File: config.mk
export PLATFORM = sky130hd
export DESIGN_NAME = uart_tx_flex
export DESIGN_NICKNAME = d
export VERILOG_FILES = /design/src/rtl/uart_pkg.sv /design/src/rtl/uart_baud_gen.sv /design/src/rtl/uart_tx_flex.sv
export SDC_FILE = /design/constraint.sdc
export NUM_CORES = 1
export LEC_CHECK = 0
export ABC_AREA = 1
export CAP_MARGIN = 20
export CORE_ASPECT_RATIO = 1.1
export CORE_MARGIN = 2
export CORE_UTILIZATION = 30
export DETAILED_ROUTE_END_ITERATION = 10
export GPL_ROUTABILITY_DRIVEN = 0
export SYNTH_ARGS = -nofsm -noshare
export SYNTH_HDL_FRONTEND = slang
export SYNTH_SLANG_ARGS = --single-unit
File: constraint.sdc
create_clock -name clk -period 4.3 [get_ports clk]
set_input_delay 0.43 -clock clk [delete_from_list [all_inputs] [get_ports clk]]
set_output_delay 0.43 -clock clk [all_outputs]
set_load 0.05 [all_outputs]
File: src/rtl/uart_pkg.sv
// Shared definitions for the UART transmitter and the future receiver:
// FSM state encoding, parity mode constants and the baud counter width.
package uart_pkg;

  typedef enum logic [2:0] {
    IDLE   = 3'd0,
    START  = 3'd1,
    DATA   = 3'd2,
    PARITY = 3'd3,
    STOP   = 3'd4
  } uart_state_t;

  localparam logic PAR_EVEN = 1'b0;
  localparam logic PAR_ODD  = 1'b1;

  localparam int BAUD_W = 16;

endpackage

File: src/rtl/uart_baud_gen.sv
// Bit-period timer: counts 0..CLK_DIV while enabled and flags the last count.
// Held at zero while disabled so every frame starts on a full bit period.
module uart_baud_gen
  import uart_pkg::*;
#(
  parameter int CLK_DIV = 234
) (
  input  logic clk,
  input  logic rst_n,
  input  logic clr,
  input  logic en,
  output logic tick
);

  logic [BAUD_W-1:0] cnt;

  assign tick = en && (cnt == BAUD_W'(CLK_DIV));

  always_ff @(posedge clk or negedge rst_n) begin
    if (!rst_n) begin
      cnt <= '0;
    end else if (clr || !en || tick) begin
      cnt <= '0;
    end else begin
      cnt <= cnt + 1'b1;
    end
  end

endmodule

File: src/rtl/uart_tx_flex.sv
// Configurable UART transmitter: start, DATA_BITS LSB-first, optional parity,
// STOP_BITS stop bits. Parity is compiled in with the UART_TX_PARITY_EN macro.
module uart_tx_flex
  import uart_pkg::*;
#(
  parameter int CLK_DIV    = 234,
  parameter int DATA_BITS  = 8,
  parameter int STOP_BITS  = 1,
  parameter int PARITY_ODD = 0
) (
  input  logic                 clk,
  input  logic                 rst_n,
  input  logic [DATA_BITS-1:0] tx_data,
  input  logic                 tx_valid,
  output logic                 tx_ready,
  output logic                 uart_tx,
  output logic                 tx_busy,
  output logic                 tx_done
);

  localparam int BIT_W = $clog2(DATA_BITS);

  uart_state_t          state, state_nxt;
  logic [BIT_W-1:0]     bit_cnt, bit_nxt;
  logic                 stop_cnt, stop_nxt;
  logic [DATA_BITS-1:0] sh, sh_nxt;
  logic                 line_nxt;
  logic                 done_nxt;
  logic                 accept;
  logic                 tick;
`ifdef UART_TX_PARITY_EN
  logic                 par, par_nxt;
`endif

  assign tx_ready = (state == IDLE);
  assign tx_busy  = !tx_ready;
  assign accept   = tx_valid && tx_ready;

  uart_baud_gen #(
    .CLK_DIV(CLK_DIV)
  ) u_baud (
    .clk  (clk),
    .rst_n(rst_n),
    .clr  (accept),
    .en   (state != IDLE),
    .tick (tick)
  );

  always_comb begin
    state_nxt = state;
    bit_nxt   = bit_cnt;
    stop_nxt  = stop_cnt;
    sh_nxt    = sh;
    done_nxt  = 1'b0;
`ifdef UART_TX_PARITY_EN
    par_nxt   = par;
`endif
    unique case (state)
      IDLE: begin
        if (accept) begin
          state_nxt = START;
          sh_nxt    = tx_data;
          bit_nxt   = '0;
          stop_nxt  = 1'b0;
`ifdef UART_TX_PARITY_EN
          par_nxt   = (^tx_data) ^ (PARITY_ODD == int'(PAR_ODD));
`endif
        end
      end
      START: begin
        if (tick) state_nxt = DATA;
      end
      DATA: begin
        if (tick) begin
          sh_nxt = sh >> 1;
          if (bit_cnt == BIT_W'(DATA_BITS - 1)) begin
`ifdef UART_TX_PARITY_EN
            state_nxt = PARITY;
`else
            state_nxt = STOP;
`endif
            stop_nxt = 1'b0;
          end else begin
            bit_nxt = bit_cnt + 1'b1;
          end
        end
      end
`ifdef UART_TX_PARITY_EN
      PARITY: begin
        if (tick) state_nxt = STOP;
      end
`endif
      STOP: begin
        if (tick) begin
          if (stop_cnt == 1'(STOP_BITS - 1)) begin
            state_nxt = IDLE;
            done_nxt  = 1'b1;
          end else begin
            stop_nxt = stop_cnt + 1'b1;
          end
        end
      end
      default: state_nxt = IDLE;
    endcase

    // Line level follows the next state so it switches on the same edge.
    line_nxt = 1'b1;
    unique case (state_nxt)
      START:   line_nxt = 1'b0;
      DATA:    line_nxt = sh_nxt[0];
`ifdef UART_TX_PARITY_EN
      PARITY:  line_nxt = par_nxt;
`endif
      default: line_nxt = 1'b1;
    endcase
  end

  always_ff @(posedge clk or negedge rst_n) begin
    if (!rst_n) begin
      state    <= IDLE;
      bit_cnt  <= '0;
      stop_cnt <= 1'b0;
      uart_tx  <= 1'b1;
      tx_done  <= 1'b0;
    end else begin
      state    <= state_nxt;
      bit_cnt  <= bit_nxt;
      stop_cnt <= stop_nxt;
      uart_tx  <= line_nxt;
      tx_done  <= done_nxt;
    end
  end

  // Payload registers carry no reset; they are reloaded on every acceptance.
  always_ff @(posedge clk) begin
    sh  <= sh_nxt;
`ifdef UART_TX_PARITY_EN
    par <= par_nxt;
`endif
  end

endmodule

==> qor.yml <==
run_status:
  result_of_the_run: "complete, no violations"
finish:
  nFillCells: 591
  stdcell_count: 289
  layout.cells.most_common_list: "nand2_1, nor2_1, dfrtp_1"
  flow.area_growth_from_synthesis_pct: 20.13
  fin_nets: 228
  drive_above_1_share: 0.1636
  mostFrequentLayoutCell: "nand2_1"
  multi_input_area_um2: 788.3
  sequential_cell_area_um2: 832.0
  diodes: 0
clocking:
  root_buffer_selected_by_cts: "clkbuf_8"
  cts.repair.resized: 0
  maximum_level_of_the_cts_h_tree: 2
  tritoncts: "done"
  clk-insertion-delay-late_ns: 0.28
  cts_num_sinks: 32
  cts_hold_repair.buffers: 0
  cts.repair_timing.setup_buffer_count: 0
  tritoncts.num_buffers: 5
  clkSlewWorstSetupHoldPaths_ns: 0.07
  clk_path_buf_depth: 2
timing:
  fmax_mhz: 448.6
  final-setup-viol-count: 0
  transition_time_at_the_pin_with_the_least_slew_margin_ns: 0.5646
  rsz0062_at_grt: "no"
  relSlewSlack: 0.6224
  layout_worst_path_cycle_share: 0.5184
  finalCriticalPeriod_ns: 2.229
  slew_violations: 0
  largest_clock_skew_in_the_final_design_ns: 0.002648
  report.final.hold_viol_count: 0
  setup_tns_ns: 0
critical_path:
  worst_r2r_endpoint: "sh[7]"
  worst_r2r_src: "u_baud.cnt[0]"
  start_kind: "flip-flop"
  crit_arrival_ns: 1.80
  path_class: "flip-flop to output port"
  rrSetupSlack_ns: 2.56
  r2r.worst_path.cells: 6
  critical_path.endpoint_type: "output port"
  required_time_at_the_endpoint_of_the_critical_path_ns: 3.87
  critical_path_peak_fanout: 3
detailed_routing:
  detail_route.drc_violations: 0
  length_of_the_first_detailed_routing_pass_in_iterations: 4
  route.detailed.wl_per_inst_um: 10.99
  drt.antenna.violating_nets: 0
  route.final.wire_length_um: 3176
  via_count: 1282
  vias_per_cell: 4.436
  drtIter0Drc: 56
grt:
  grt_use_total: 0.1143
  first_global_vias: 1280
  grt_antenna_before_repair: 0
  grt_first_pass_wirelength_um: 5830
  grt_start_max_net_pins: 25
  gr-total-overflow: 0
die:
  fp.coreArea_um2: 5465
  initial_core_utilization: 0.3139
  io-pin-count: 15
  dieArea_um2: 6340
  placementRows: 28
  die_w_um: 76.10
  die_h_um: 83.31
job:
  cap_viol_max_count: 0
logic_synthesis:
  synth_edf_count: 7
  synth-main-ff-cell: "dfrtp_1"
  ys_seq_elements: 32
  ys_warn_count: 0
  synth_cells: 192
  async_reset_ff_frac: 0.7500
  syn_nets: 207
  yosys.cell_types.count: 30
  mappedNetlistArea_um2: 1715
  ys_seq_area_frac: 0.4850
  syn_avg_cell_area_um2: 8.934
placed_design:
  io_buffers: 14
  dp_hpwl_um: 2378
  place_inst: 280
power:
  vdd_ir_drop_max_mv: 0.2192
  total_leakage_power_nw: 0.8757
  pwr_density_cell_nw_per_um2: 385.1
min_path:
  min_delay_worst_endpoint: "u_baud.cnt[0]"
  holdPathStages: 1
  timing.hold.worst.class: "flip-flop to flip-flop"
  timing.hold.worst.start: "u_baud.cnt[0]"
==> registers in the layout, indices dropped and copies added, names as in the netlist <==
register,count
u_baud.cnt,16
sh,8
bit_cnt,3
state,3
tx_done,1
uart_tx,1
==> cells by family (layout without fill, tap and decap cells) <==
group / after synthesis / after routing / share of synthesized area
AOI/OAI and AO/OA: 15 / 15 / 0.06273
xor gates and xnor gates: 6 / 6 / 0.03063
adders and majority gates: 4 / 4 / 0.02918
buffers and inverters: 23 / 45 / 0.05543
DFF: 32 / 32 / 0.4850
and+or+nand+nor: 112 / 112 / 0.3370
==> critical path: stages, from the launching register on <==
cell and delay [ns]:
dfrtp_1 0.34, inv_1 0.06, nand2_2 0.13, nor2_4 0.05, inv_1 0.12, clkdlybuf4s50_1 0.82
==> metrics by stage <==
step | power (mW) | util | instance area [um^2] | hold WS (ns) | setup WS [ns]
2_1_floorplan | 0.4768 | - | 1715 | 0.1344 | 2.630
3_3_place_gp | 0.5144 | 0.3546 | 1938 | 0.4526 | 2.391
3_5_place_dp | 0.5169 | 0.3546 | 1938 | 0.4603 | 2.367
4_1_cts | 0.8044 | 0.3743 | 2046 | 0.4696 | 2.055
5_1_grt | 0.8426 | 0.3771 | 2061 | 0.4737 | 1.991
6_report | 0.7935 | 0.3771 | 2061 | 0.4623 | 2.071
==> routing by layer <==
metal	wire [um]	vias up	track usage
met5	0	-	0
met4	41	0	0.03967
met3	122	4	0.02717
met2	1494	26	0.1867
met1	1518	582	0.1483
li1	-	670	-
==> cell type report <==
type / instances / area share
sequential: 32 / 0.4038
clock inverter: 2 / 0.01700
clock buffer: 6 / 0.03522
multi-input combinational: 137 / 0.3825
timing repair buffer: 15 / 0.07529
tap: 75 / 0.04554
inverter: 22 / 0.04068
==> where the power goes <==
group	leakage, nW	internal (mW)	switching, mW	total [mW]
clock network	0.0552	0.172	0.112	0.284
logic	0.428	0.0522	0.0905	0.143
registers	0.393	0.340	0.0264	0.367
==> Yosys cell counts (2+ instances only) <==
cell / instances / area share
xor2_1: 5 / 0.026
edfxtp_1: 7 / 0.12
dfrtp_1: 23 / 0.34
nor2_2: 5 / 0.018
nor3_1: 5 / 0.015
nor2_1: 27 / 0.059
nand3_1: 15 / 0.044
a22o_1: 6 / 0.031
nor2_4: 7 / 0.046
nand3_2: 2 / 0.012
nand2_4: 3 / 0.020
nor3b_1: 2 / 0.0088
nand2_2: 5 / 0.018
a21oi_1: 4 / 0.012
inv_1: 18 / 0.039
nand2_1: 36 / 0.079
o21ai_1: 2 / 0.0058
ha_1: 4 / 0.029
inv_2: 2 / 0.0044
nand4_1: 4 / 0.015
==> worst max-delay path by stage <==
stage | end | start | cells after the start | slack, ns
floorplan | u_baud.cnt[6] | state[2] | 7 | 2.63
global placement | tx_busy | state[2] | 5 | 2.39
detailed placement | tx_busy | state[2] | 5 | 2.37
CTS | tx_busy | state[2] | 5 | 2.06
global route | tx_busy | state[0] | 5 | 1.99
finish | tx_busy | state[2] | 5 | 2.07
No activity file was read; power rests on OpenSTA's default activity.
